--- src/rtl/prescaler_pkg.sv ---
// rtl/prescaler_pkg.sv - shared mode and one-shot state encodings for prog_prescaler
package prescaler_pkg;

  localparam logic [1:0] MODE_PERIODIC = 2'b00;
  localparam logic [1:0] MODE_SQUARE   = 2'b01;
  localparam logic [1:0] MODE_ONESHOT  = 2'b10;

  typedef enum logic {
    OS_IDLE = 1'b0,
    OS_RUN  = 1'b1
  } os_state_t;

endpackage

--- src/rtl/prescaler_tc_counter.sv ---
// rtl/prescaler_tc_counter.sv - WIDTH-bit up counter with clear, enable and terminal-count compare
module prescaler_tc_counter #(
  parameter int WIDTH = 8
) (
  input  logic             clk,
  input  logic             reset,
  input  logic             en,
  input  logic             clear,
  input  logic [WIDTH-1:0] tc,
  output logic [WIDTH-1:0] cnt,
  output logic             tc_hit
);

  assign tc_hit = (cnt == tc);

  // count up to tc then restart at 0; clear has priority over enable
  always_ff @(posedge clk or negedge reset) begin
    if (!reset) begin
      cnt <= '0;
    end else if (clear) begin
      cnt <= '0;
    end else if (en) begin
      cnt <= tc_hit ? '0 : cnt + WIDTH'(1);
    end
  end

endmodule

--- src/rtl/prog_prescaler.sv ---
// rtl/prog_prescaler.sv - programmable prescaler (tick / square / one-shot); one-shot built when PRESCALER_ONESHOT_EN is defined
module prog_prescaler
  import prescaler_pkg::*;
#(
  parameter int WIDTH       = 8,
  parameter int DEFAULT_DIV = 1
) (
  input  logic             clk,
  input  logic             reset,
  input  logic             en,
  input  logic             div_load,
  input  logic [WIDTH-1:0] div_value,
  input  logic [1:0]       mode,
  input  logic             start,
  output logic             tick,
  output logic             sq_out,
  output logic             busy,
  output logic [WIDTH-1:0] cnt_out
);

  logic [1:0]       mode_q;
  logic [WIDTH-1:0] tc_q;
  logic             mode_chg;
  logic             os_idle;
  logic             tc_hit;
  logic             term;
  logic             cnt_clear;
  logic             cnt_en;

  // a mode change restarts everything; the new mode only takes effect next cycle
  assign mode_chg  = (mode != mode_q);
  // a load or mode change suppresses a coincident terminal count
  assign term      = en & ~mode_chg & ~div_load & ~os_idle & tc_hit;
  // an idle one-shot keeps the counter parked at 0
  assign cnt_clear = mode_chg | div_load | (en & os_idle);
  assign cnt_en    = en & ~os_idle;

  prescaler_tc_counter #(.WIDTH(WIDTH)) u_counter (
    .clk    (clk),
    .reset  (reset),
    .en     (cnt_en),
    .clear  (cnt_clear),
    .tc     (tc_q),
    .cnt    (cnt_out),
    .tc_hit (tc_hit)
  );

  // mode, terminal count, tick and square-wave registers
  always_ff @(posedge clk or negedge reset) begin
    if (!reset) begin
      mode_q <= MODE_PERIODIC;
      tc_q   <= WIDTH'(DEFAULT_DIV);
      tick   <= 1'b0;
      sq_out <= 1'b0;
    end else begin
      mode_q <= mode;
      if (div_load) tc_q <= div_value;
      tick <= term;
      if (mode_chg) begin
        sq_out <= 1'b0;
      end else if (term && mode_q == MODE_SQUARE) begin
        sq_out <= ~sq_out;
      end
    end
  end

`ifdef PRESCALER_ONESHOT_EN
  os_state_t os_state;
  os_state_t os_next;
  logic      os_act;

  assign os_act = (mode_q == MODE_ONESHOT);

  // one-shot state register
  always_ff @(posedge clk or negedge reset) begin
    if (!reset) os_state <= OS_IDLE;
    else        os_state <= os_next;
  end

  // one-shot next state: start arms from idle, terminal count returns to idle
  always_comb begin
    os_next = os_state;
    if (mode_chg) begin
      os_next = OS_IDLE;
    end else if (os_act && en) begin
      case (os_state)
        OS_IDLE: if (start) os_next = OS_RUN;
        OS_RUN:  if (term)  os_next = OS_IDLE;
        default: os_next = OS_IDLE;
      endcase
    end
  end

  // one-shot outputs decoded from the state register
  always_comb begin
    os_idle = os_act && (os_state == OS_IDLE);
    busy    = (os_state == OS_RUN);
  end
`else
  logic unused_start;
  assign unused_start = start;
  assign os_idle      = 1'b0;
  assign busy         = 1'b0;
`endif

endmodule

--- config.mk ---
export PLATFORM = sky130hd
export DESIGN_NAME = prog_prescaler
export DESIGN_NICKNAME = d
export VERILOG_FILES = /design/src/rtl/prescaler_pkg.sv /design/src/rtl/prescaler_tc_counter.sv /design/src/rtl/prog_prescaler.sv
export SDC_FILE = /design/constraint.sdc
export NUM_CORES = 1
export LEC_CHECK = 0
export ABC_AREA = 1
export CAP_MARGIN = 15
export CORE_MARGIN = 2
export CORE_UTILIZATION = 53
export CTS_CLUSTER_DIAMETER = 40
export DETAILED_ROUTE_END_ITERATION = 16
export PLACE_DENSITY = 0.83
export SYNTH_ARGS = -nofsm -noshare
export SYNTH_HDL_FRONTEND = slang
export SYNTH_SLANG_ARGS = --single-unit
--- constraint.sdc ---
create_clock -name clk -period 3.2 [get_ports clk]
set_input_delay 0.48 -clock clk [delete_from_list [all_inputs] [get_ports clk]]
set_output_delay 0.48 -clock clk [all_outputs]
set_load 0.005 [all_outputs]
**After elaboration in Yosys (flattened, before gate mapping)**

Cells that the tools add are included.

- Flip-flop bits (word level): 20
- Logic and storage cells: 24

- Add/subtract/negate cells: 1
- Equality and inequality tests: 3
- Mux-type cells: 5
- Bitwise operators: 7
- Reduce and logical (&&, ||, !) cells: 3

Operators by type and width:

| operator | number |
|---|---|
| two-way mux 8 bit | 3 |
| adder 8 x 1 -> 8 bit, second input constant | 1 |
| == test 8 bit | 1 |
| nonzero test 2 bit | 2 |
| bitwise AND 1 bit | 3 |
| inverter 1 bit | 3 |
| == test 2 x 1 -> 1 bit, second input constant | 1 |
| two-way mux 1 bit | 2 |
| inequality test 2 bit | 1 |
| logical AND 1 bit | 1 |
| OR 1 bit | 1 |

**Depth between registers and ports, before layout**

Gate-level depths: netlist of the first run.

- Depth in word-level cells: 8
- Gate-level depth with buffers: 10

**By module**

From an unflattened synthesis of the first run, not the netlist that was laid out.

- Cells, all modules: 124
- Area total of the unflattened synthesis: 1116.1 um^2

By module, submodules not included:

| module | instances | cells each | area each (um^2) |
|---|---|---|---|
| prescaler_tc_counter | 1 | 80 | 614.3 |
| prog_prescaler | 1 | 44 | 501.7 |

**Worst setup path after synthesis of the first run**

Ideal clock, no wire load.

- Kind: input to register
- Start point: input port mode[0]
- End point: register sq_out
- Library setup time: 0.118 ns
- Arrival: 1.232 ns
- Setup slack: 1.849 ns
- Stages: 6
- Cells stage by stage: xnor2_1 > nand3_2 > nor2_4 > nand3_1 > nand3_1 > nand2_1

- Longest elaborated chain between the ends: 7
- Elaborated cells between the ends (all ways): 8
- Those cells by class: eq/ne: 1; mux: 1; bitwise: 4; reduce/logical: 2

Ends and longest elaborated chain:

| element | line | RTL |
|---|---|---|
| from (decl) | prog_prescaler.sv:13 | `input logic [1:0] mode,` |
| inequality test 2 bit (*) | prog_prescaler.sv:31 | `assign mode_chg = (mode != mode_q);` |
| inverter 1 bit | prog_prescaler.sv:33 | `assign term = en & ~mode_chg & ~div_load & ~os_idle & tc_hit;` |
| bitwise AND 1 bit (3 in series) | prog_prescaler.sv:33 |  |
| logical AND 1 bit | prog_prescaler.sv:61 | `end else if (term && mode_q == MODE_SQUARE) begin` |
| nonzero test 2 bit (no source line) | - |  |
| to (signal assigned) | prog_prescaler.sv:62 | `sq_out <= ~sq_out;` |
| to (decl) | prog_prescaler.sv:16 | `output logic sq_out,` |

Every way passes the cells marked *; elsewhere a longest branch is shown, timed or not.
A chain may end at the register's enable or synchronous reset.

**Final worst setup path of the first run**

- Start point: register u_counter.cnt[0]
- End point: output port cnt_out[0]

RTL lines:

| element | line | RTL |
|---|---|---|
| from (decl) | prescaler_tc_counter.sv:10 | `output logic [WIDTH-1:0] cnt,` |
| from (signal assigned) | prescaler_tc_counter.sv:23 | `cnt <= tc_hit ? '0 : cnt + WIDTH'(1);` |
| to (decl) | prog_prescaler.sv:18 | `output logic [WIDTH-1:0] cnt_out` |

No word-level cell between the ends.

==> reports/qor.txt, run 1 <==
status -> completed
DIE HEIGHT -> 51.03 um
met1 usage -> 23.44%
fin crit share -> 56.90%
fillers -> 187
layout cells sized above 1 -> 19.30%
Setup-failing EPs final -> 0
grt peak-use layer -> met2
grt ovf -> 0
RSZ-0062 raised after global routing -> no
CTS tree -> built
clock slew at reported path FFs -> 110 ps
setup TNS -> 0 ps
multi-input combinational cell area -> 565.5 um2
crit end category -> primary output
CTS hold repair buffers -> 0
clock share of power -> 29.4%
RePlAce Congestion -> 0.8011
Avg Inst Size Synth -> 8.085 um2
Setup Fix Bufs, Post-CTS -> 0
Pint -> 369.5 uW
num ports -> 26
Worst EP arrival -> 1340 ps
register share of total power -> 54.4%
per-cell routed wire length -> 11.26 um
drt total wl -> 2.241 mm
endpoints failing hold -> 0
Worst R2R Setup Slack -> 1790 ps
initial DRC count -> 8
reg-to-reg critical path startpoint -> u_counter.cnt[0]
vias in the first global route -> 967
Yosys top cell area share -> 40.55%
hold crit path type -> reg2reg
first-pass GRT wire length -> 3.870 mm
Power Dens Cells -> 340.9 nW/um2
Max Fclk -> 549.2 MHz
r2r worst-path depth -> 7
CP required -> 2720 ps
Crit Path Max Fanout -> 7
# nets final -> 188
clock sink count -> 20
drt via density -> 4.879
Resized Gates After CTS -> 0
CTS Buf Count -> 3
most common cell after layout, fill and taps aside -> nand2_1
Layout Cells excl Fill -> 199
Vias -> 971
Crit path largest cell delay -> 550 ps
CTS max path bufs -> 2
Design Power -> 501.1 uW
GRT Total Usage -> 19.60%
Yosys warning total -> 0
VDD IR max -> 350.2 uV
Hold Path Stages -> 2
Leakage Power -> 0.6552 nW
Slew HR -> 40.84%
die width -> 51.03 um
antenna violations before repair -> 0
syn_nets -> 161
clock root buffer -> clkbuf_4
min Tclk post-route -> 1821 ps
Buf+Inv Stages, Crit Path -> 1
# rows -> 17
Worst Hold End -> tc_q[0]
Skew-Pair Late Insertion Delay -> 300 ps
Mapped Area -> 1172 um2
post-layout util -> 68.43%
switch share -> 26.26%
Logic pwr share -> 16.2%
top cells by area, synth -> dfrtp_1, nand2_1, inv_1, o22ai_2, xnor2_1
P_sw -> 131.6 uW
met3 Resource Use GR -> 2.047%
DRC -> 0
hold path start -> tc_q[0]
I/O Buffers -> 23
FF+latch count, synth -> 20
GR Util met2 -> 36.15%
MaxCap Viol Count -> 0
Detail Route Antenna Nets -> 0
cell count after synthesis -> 145
Synth cell types -> 26
critical path, cell by cell -> clkdlybuf4s50_1
Worst path slowest cell -> clkdlybuf4s50_1
# diodes -> 0
Layout area overhead -> 25.40%
CP delay by family, top -> buffers and inverters
H-Tree Depth -> 1
Slew @ Worst Pin -> 884.6 ps
Inst Count DP -> 195
most frequent cells in the layout -> nand2_1, clkdlybuf4s50_1, dfrtp_1, inv_1
crit path kind -> reg2out
Reg2Reg Capture Point -> u_counter.cnt[6]
Final Skew -> 3.827 ps
area leader, netlist -> dfrtp_1
starting density of the core -> 54.57%
largest net degree at the start of global routing -> 21
fin. max-slew vios -> 0
HPWL after DPL -> 1.747 mm
drt first pass iters -> 4
core area -> 2148 um2
Seq/Total Area, Yosys -> 42.80%
Die ar. -> 2604 um2
register area -> 501.7 um2
Critical Path Start Type -> flop
==> Yosys cell counts <==
library cell	instances
nand2_2	3
dfrtp_1	19
inv_2	8
o21ai_1	2
dfstp_2	1
clkbuf_1	1
nand4_1	3
a31oi_1	1
xor2_1	4
nand2_1	43
nand2_4	2
nand3_2	2
nor3_2	1
ha_1	1
nor2_4	3
inv_1	17
o21ai_0	8
nor2_2	2
nor2_1	5
nand3_1	6
xnor2_1	5
a21oi_2	1
o21ai_2	1
o22ai_2	4
conb_1	1
buf_4	1
==> sequential cells by signal, indices dropped and copies added, names as in the netlist <==
name           count
tc_q               8
mode_q             2
sq_out             1
u_counter.cnt      8
tick               1
==> stage by stage <==
stage	hold WS (ps)	instance area (um2)	setup WS, ps
6_report	511.8	1470	1379
5_1_grt	570.3	1470	1325
4_1_cts	518.1	1470	1367
3_5_place_dp	501.1	1434	1261
3_3_place_gp	492.1	1434	1311
2_1_floorplan	184.4	1172	1849
==> worst max-delay path by stage <==
stage                                 from         end  slack, ps  depth (start not counted)
final                     u_counter.cnt[0]  cnt_out[0]       1380                          1
after global routing      u_counter.cnt[0]  cnt_out[0]       1320                          1
after detailed placement           mode[0]      sq_out       1260                          7
after floorplan                    mode[0]      sq_out       1850                          6
after CTS                 u_counter.cnt[0]  cnt_out[0]       1370                          1
after global placement             mode[0]      sq_out       1310                          7
==> power by group through the flow <==
| stage | clock network (mW) | registers (mW) | logic (mW) |
|---|---|---|---|
| 2_1_floorplan | 0 | 0.276 | 0.0494 |
| 4_1_cts | 0.150 | 0.273 | 0.0826 |
| 5_1_grt | 0.159 | 0.275 | 0.0930 |
| 3_3_place_gp | 0 | 0.277 | 0.0792 |
| 3_5_place_dp | 0 | 0.278 | 0.0820 |
| 6_report | 0.147 | 0.273 | 0.0811 |
==> routing by layer <==
| layer | up-vias | share of wire [%] |
|---|---|---|
| li1 | 504 | - |
| met1 | 448 | 45 |
| met2 | 14 | 51 |
| met3 | 5 | 2.7 |
| met4 | 0 | 1.2 |
| met5 | - | 0 |
==> final cells by class <==
type	instances	area share (%)
multi-input combinational	98	38.47
sequential	20	34.13
timing repair buffer	24	16.17
inverter	25	6.383
clock buffer	4	2.468
tap	28	2.383
==> kinds of logic (layout without fill, tap and decap cells) <==
family                   Yosys count  in the layout  synth area share, %
XOR/XNOR                           9              9                6.723
AND/OR/NAND/NOR                   70             70                29.56
adder cells (fa/ha/maj)            1              1                1.067
AO/OA/AOI/OAI                     17             17                10.57
other                              1              1               0.3199
flip-flops                        20             20                42.80
buffers and inverters             27             53                8.965
Note: power is estimated with default switching activity, not from simulation.
==> run 2, diff against run 1 <==
Settings changed: CORE_UTILIZATION 53 to 49, PLACE_DENSITY 0.83 to 0.78.
Clock period 3.2 ns to 1.8 ns, I/O delays scaled along.
==> run 2 against run 1 <==
Against the previous run: die area rose by 7.5%; sequential share of layout area rose by 0.058 points; highest routed layer unchanged; sequential cell count did not move; setup slack got worse by 1200 ps.
==> reports/qor.txt, run 2 (synthesized netlist as in run 1, its figures left out) <==
clock root buffer -> clkbuf_4 (unchanged)
most common cell after layout, fill and taps aside -> nand2_1 (unchanged)
vias in the first global route -> 984 (was 967)
H-Tree Depth -> 1 (unchanged)
antenna violations before repair -> 0 (unchanged)
crit end category -> primary output (unchanged)
DRC -> 0 (unchanged)
Layout area overhead -> 25.19% (was 25.40%)
GRT Total Usage -> 20.79% (was 19.60%)
MaxCap Viol Count -> 0 (unchanged)
drt first pass iters -> 4 (unchanged)
Area after DPL -> 1441 um2 (was 1434 um2)
CP delay by family, top -> buffers and inverters (unchanged)
Crit path largest cell delay -> 550 ps (about the same)
layout cells sized above 1 -> 19.19% (was 19.30%)
Resized Gates After CTS -> 0 (unchanged)
Detail Route Antenna Nets -> 0 (unchanged)
RSZ-0062 raised after global routing -> no (unchanged)
clock sink count -> 20 (unchanged)
Setup Fix Bufs, Post-CTS -> 0 (unchanged)
min Tclk post-route -> 1601 ps
Skew-Pair Late Insertion Delay -> 300 ps (about the same)
Vias -> 993 (was 971)
status -> completed (unchanged)
first-pass GRT wire length -> 4.181 mm (was 3.870 mm)
grt ovf -> 0 (unchanged)
per-cell routed wire length -> 12.71 um (was 11.26 um)
I/O Buffers -> 23 (unchanged)
core area -> 2233 um2 (was 2148 um2)
num ports -> 26 (unchanged)
Setup-failing EPs final -> 0 (unchanged)
hold crit path type -> in2async (was reg2reg)
CTS max path bufs -> 2 (unchanged)
Max Fclk -> 624.5 MHz
Critical Path Start Type -> flop (unchanged)
setup TNS -> 0 ps (unchanged)
crit path kind -> reg2out (unchanged)
# rows -> 17 (unchanged)
fin crit share -> 88.96%
largest net degree at the start of global routing -> 17 (was 21)
Regs by FF count -> tc_q (8), u_counter.cnt (8), mode_q (2) (unchanged)
post-layout util -> 65.71% (was 68.43%)
Crit Path Max Fanout -> 7 (unchanged)
CTS Buf Count -> 3 (unchanged)
CTS hold repair buffers -> 0 (unchanged)
Worst path slowest cell -> clkdlybuf4s50_1 (unchanged)
die width -> 52.92 um (was 51.03 um)
RePlAce Congestion -> 0.8321 (was 0.8011)
fillers -> 197 (was 187)
drt total wl -> 2.542 mm (was 2.241 mm)
initial DRC count -> 14 (was 8)
# diodes -> 0 (unchanged)
starting density of the core -> 52.49% (was 54.57%)
VDD IR max -> 412.4 uV (was 350.2 uV)
Worst EP arrival -> 1330 ps (was 1340 ps)
DIE HEIGHT -> 52.92 um (was 51.03 um)
critical path, cell by cell -> clkdlybuf4s50_1 (unchanged)
most frequent cells in the layout -> nand2_1, clkdlybuf4s50_1, dfrtp_1, inv_1 (unchanged)
final instance area -> 1468 um2 (was 1470 um2)
Power Dens Cells -> 584.7 nW/um2 (was 340.9 nW/um2)
fin. max-slew vios -> 0 (unchanged)
drt via density -> 4.965 (was 4.879)
Buf+Inv Stages, Crit Path -> 1 (unchanged)
CP required -> 1530 ps (was 2720 ps)
Leakage Power -> 0.6540 nW (was 0.6552 nW)
HPWL after DPL -> 2.014 mm (was 1.747 mm)
endpoints failing hold -> 0 (unchanged)
# nets final -> 189 (was 188)
CTS tree -> built (unchanged)
clock slew at reported path FFs -> 110 ps (about the same)
Final Skew -> 2.472 ps (was 3.827 ps)
Die ar. -> 2800 um2 (was 2604 um2)
run 2: cell count changes in the layout (fill, tap and decap cells not counted):
cell / change
clkbuf_1: +1
clkbuf_8: -1
buf_4: +1
run 2: where the power goes:
part | internal [mW] | total [mW] | switching, mW
clock network | 0.0863 | 0.224 | 0.138
logic | 0.0648 | 0.148 | 0.0834
registers | 0.470 | 0.485 | 0.0153
run 2: cell type report:
cell class              count  area, um2  share of cell area (%)
flip-flops and latches     20      501.7                   34.19
well taps                  28      35.03                   2.387
inverters                  25      93.84                   6.394
multi-input cells          98      565.5                   38.53
clock buffers               4      26.28                   1.790
repair buffers             25      245.2                   16.71
run 2: per-stage QoR:
stage          power (mW)  hold WS (ps)  std cells  worst slack [ps]
6_report           0.8581         264.6        200             198.7
5_1_grt            0.9015         293.6        200             145.4
4_1_cts            0.8611         272.1        200             203.3
3_5_place_dp       0.6434         495.1        196             59.71
3_3_place_gp       0.6350         480.5        196             136.6
2_1_floorplan      0.5784        -25.59        145             510.3
run 2: worst paths after layout:
path / start / end / slack [ps] / cells past startpoint
max: u_counter.cnt[0] / cnt_out[0] / 200 / 1
min: reset / tc_q[2] / 260 / 1
max reg2reg: u_counter.cnt[0] / u_counter.cnt[6] / 370 / 7
min reg2reg: tc_q[0] / tc_q[0] / 510 / 2
max in group asynchronous: reset / tick / 1010 / 2
min in group clk: mode[1] / mode_q[1] / 450 / 1
run 2: metal layers:
layer	routed length (um)	up-vias	track usage, %
li1	-	502	-
met1	1048	471	23.65
met2	1373	16	39.17
met3	94	4	3.390
met4	26	0	6.410
met5	0	-	0
==> run 3, diff against run 2 <==
Settings changed: CORE_UTILIZATION 49 to 53, PLACE_DENSITY 0.78 to 0.83, RECOVER_POWER from default to 100.
Clock period 1.8 ns to 1.91 ns, I/O delays scaled along.
==> run 3 against run 2 <==
Against the previous run: register-to-register slack improved by 60 ps; sequential cell count unchanged; power decreased by 6.7%; critical path depth unchanged; clock skew increased by 0.59 ps; sequential power decreased by 5.6%; clock power decreased by 6%; hold slack improved by 38 ps; global-route usage increased by 1.6 points; non-clock buffer count unchanged; routed wire length decreased by 5.7%; highest routed layer unchanged.
==> reports/qor.txt, run 3 (synthesized netlist as in run 1, its figures left out) <==
Regs by FF count -> tc_q (8), u_counter.cnt (8), mode_q (2) (unchanged)
critical path, cell by cell -> dlygate4sd3_1 (was clkdlybuf4s50_1)
Worst EP arrival -> 1390 ps (was 1330 ps)
grt ovf -> 0 (unchanged)
Critical Path Start Type -> flop (unchanged)
drt first pass iters -> 4 (unchanged)
largest net degree at the start of global routing -> 17 (unchanged)
multi-input combinational cell area -> 549.3 um2 (was 565.5 um2)
most frequent cells in the layout -> nand2_1, dfrtp_1, inv_1, dlygate4sd3_1 (was nand2_1, clkdlybuf4s50_1, dfrtp_1, inv_1)
critical path depth -> 1 (unchanged)
drt via density -> 5.090 (was 4.965)
Setup Fix Bufs, Post-CTS -> 0 (unchanged)
Resized Gates After CTS -> 0 (unchanged)
Crit path largest cell delay -> 600 ps (was 550 ps)
Detail Route Antenna Nets -> 0 (unchanged)
most common cell after layout, fill and taps aside -> nand2_1 (unchanged)
fillers -> 183 (was 197)
post-layout util -> 67.21% (was 65.71%)
initial DRC count -> 14 (unchanged)
worst setup path endpoint -> cnt_out[0] (unchanged)
Leakage Power -> 0.6827 nW (was 0.6540 nW)
# rows -> 17 (unchanged)
hold crit path type -> in2async (unchanged)
HPWL after DPL -> 1.912 mm (was 2.014 mm)
vias in the first global route -> 1,029 (was 984)
Vias -> 1,018 (was 993)
r2r worst-path depth -> 5 (was 7)
CTS tree -> built (unchanged)
fin. max-slew vios -> 0 (unchanged)
crit end category -> primary output (unchanged)
I/O Buffers -> 23 (unchanged)
Final Skew -> 3.062 ps (was 2.472 ps)
Max Fclk -> 597.2 MHz
Die ar. -> 2604 um2 (was 2800 um2)
RSZ-0062 raised after global routing -> no (unchanged)
CTS max path bufs -> 2 (unchanged)
VDD IR max -> 440.9 uV (was 412.4 uV)
core area -> 2148 um2 (was 2233 um2)
register area -> 501.7 um2 (unchanged)
clock sink count -> 20 (unchanged)
Layout area overhead -> 23.16% (was 25.19%)
starting density of the core -> 54.57% (was 52.49%)
GRT Total Usage -> 22.42% (was 20.79%)
drt total wl -> 2.397 mm (was 2.542 mm)
critical path startpoint -> u_counter.cnt[0] (unchanged)
fin crit share -> 87.67%
endpoints failing hold -> 0 (unchanged)
Setup-failing EPs final -> 0 (unchanged)
Power Dens Cells -> 554.3 nW/um2 (was 584.7 nW/um2)
Reg2Reg Capture Point -> u_counter.cnt[4] (was u_counter.cnt[6])
Skew-Pair Late Insertion Delay -> 310 ps (was 300 ps)
# diodes -> 0 (unchanged)
CTS hold repair buffers -> 0 (unchanged)
layout cells sized above 1 -> 15.12% (was 19.19%)
setup TNS -> 0 ps (unchanged)
# nets final -> 189 (unchanged)
CP required -> 1620 ps (was 1530 ps)
first-pass GRT wire length -> 4.319 mm (was 4.181 mm)
die width -> 51.03 um (was 52.92 um)
crit path kind -> reg2out (unchanged)
reg-to-reg critical path startpoint -> mode_q[0] (was u_counter.cnt[0])
Crit Path Max Fanout -> 7 (unchanged)
min Tclk post-route -> 1675 ps
H-Tree Depth -> 1 (unchanged)
CP delay by family, top -> buffers and inverters (unchanged)
Buf+Inv Stages, Crit Path -> 1 (unchanged)
clock slew at reported path FFs -> 110 ps (about the same)
status -> completed (unchanged)
Slew HR -> 49.72%
clock root buffer -> clkbuf_4 (unchanged)
DIE HEIGHT -> 51.03 um (was 52.92 um)
Worst R2R Setup Slack -> 430 ps (was 370 ps)
CTS Buf Count -> 3 (unchanged)
antenna violations before repair -> 0 (unchanged)
Worst path slowest cell -> dlygate4sd3_1 (was clkdlybuf4s50_1)
per-cell routed wire length -> 11.99 um (was 12.71 um)
DRC -> 0 (unchanged)
Slew @ Worst Pin -> 754.1 ps
num ports -> 26 (unchanged)
final hold slack -> 302.8 ps (was 264.6 ps)
MaxCap Viol Count -> 0 (unchanged)
RePlAce Congestion -> 0.8317 (was 0.8321)
-- run 3: routing by layer --
layer  track usage [%]  wire (um)  vias up
met5                 0          0        -
met4             13.06         68        0
met3             2.632         50        7
met2             37.88       1231       16
met1             27.41       1047      487
li1                  -          -      508
-- run 3: worst min path at each step --
stage	from	to	slack (ps)	depth (start not counted)
2_1_floorplan	reset	mode_q[0]	-9	0
3_3_place_gp	tc_q[0]	tc_q[0]	480	2
3_5_place_dp	tc_q[0]	tc_q[0]	490	2
4_1_cts	reset	tc_q[2]	230	1
5_1_grt	reset	tc_q[1]	330	1
6_report	reset	u_counter.cnt[2]	300	1
-- run 3: layout make-up --
| cell class | instances | share of cell area [%] |
|---|---|---|
| clock buffers | 4 | 1.820 |
| flip-flops and latches | 20 | 34.75 |
| multi-input cells | 98 | 38.04 |
| repair buffers | 25 | 16.46 |
| well taps | 28 | 2.426 |
| inverters | 25 | 6.499 |
-- run 3: report_power, final --
group / switching (mW) / internal, mW / leakage [nW] / total (mW)
registers: 0.0148 / 0.443 / 0.258 / 0.458
logic: 0.0760 / 0.0562 / 0.409 / 0.132
clock network: 0.128 / 0.0817 / 0.0150 / 0.210
-- run 3: through the flow --
stage / std cells / power (mW) / setup WS, ps / cell area (um2)
2_1_floorplan: 145 / 0.5451 / 620.3 / 1172
6_report: 200 / 0.8003 / 235.4 / 1444
4_1_cts: 200 / 0.8182 / 273.5 / 1468
3_5_place_dp: 196 / 0.6067 / 180.0 / 1441
5_1_grt: 200 / 0.8434 / 146.1 / 1444
3_3_place_gp: 196 / 0.5984 / 231.8 / 1441
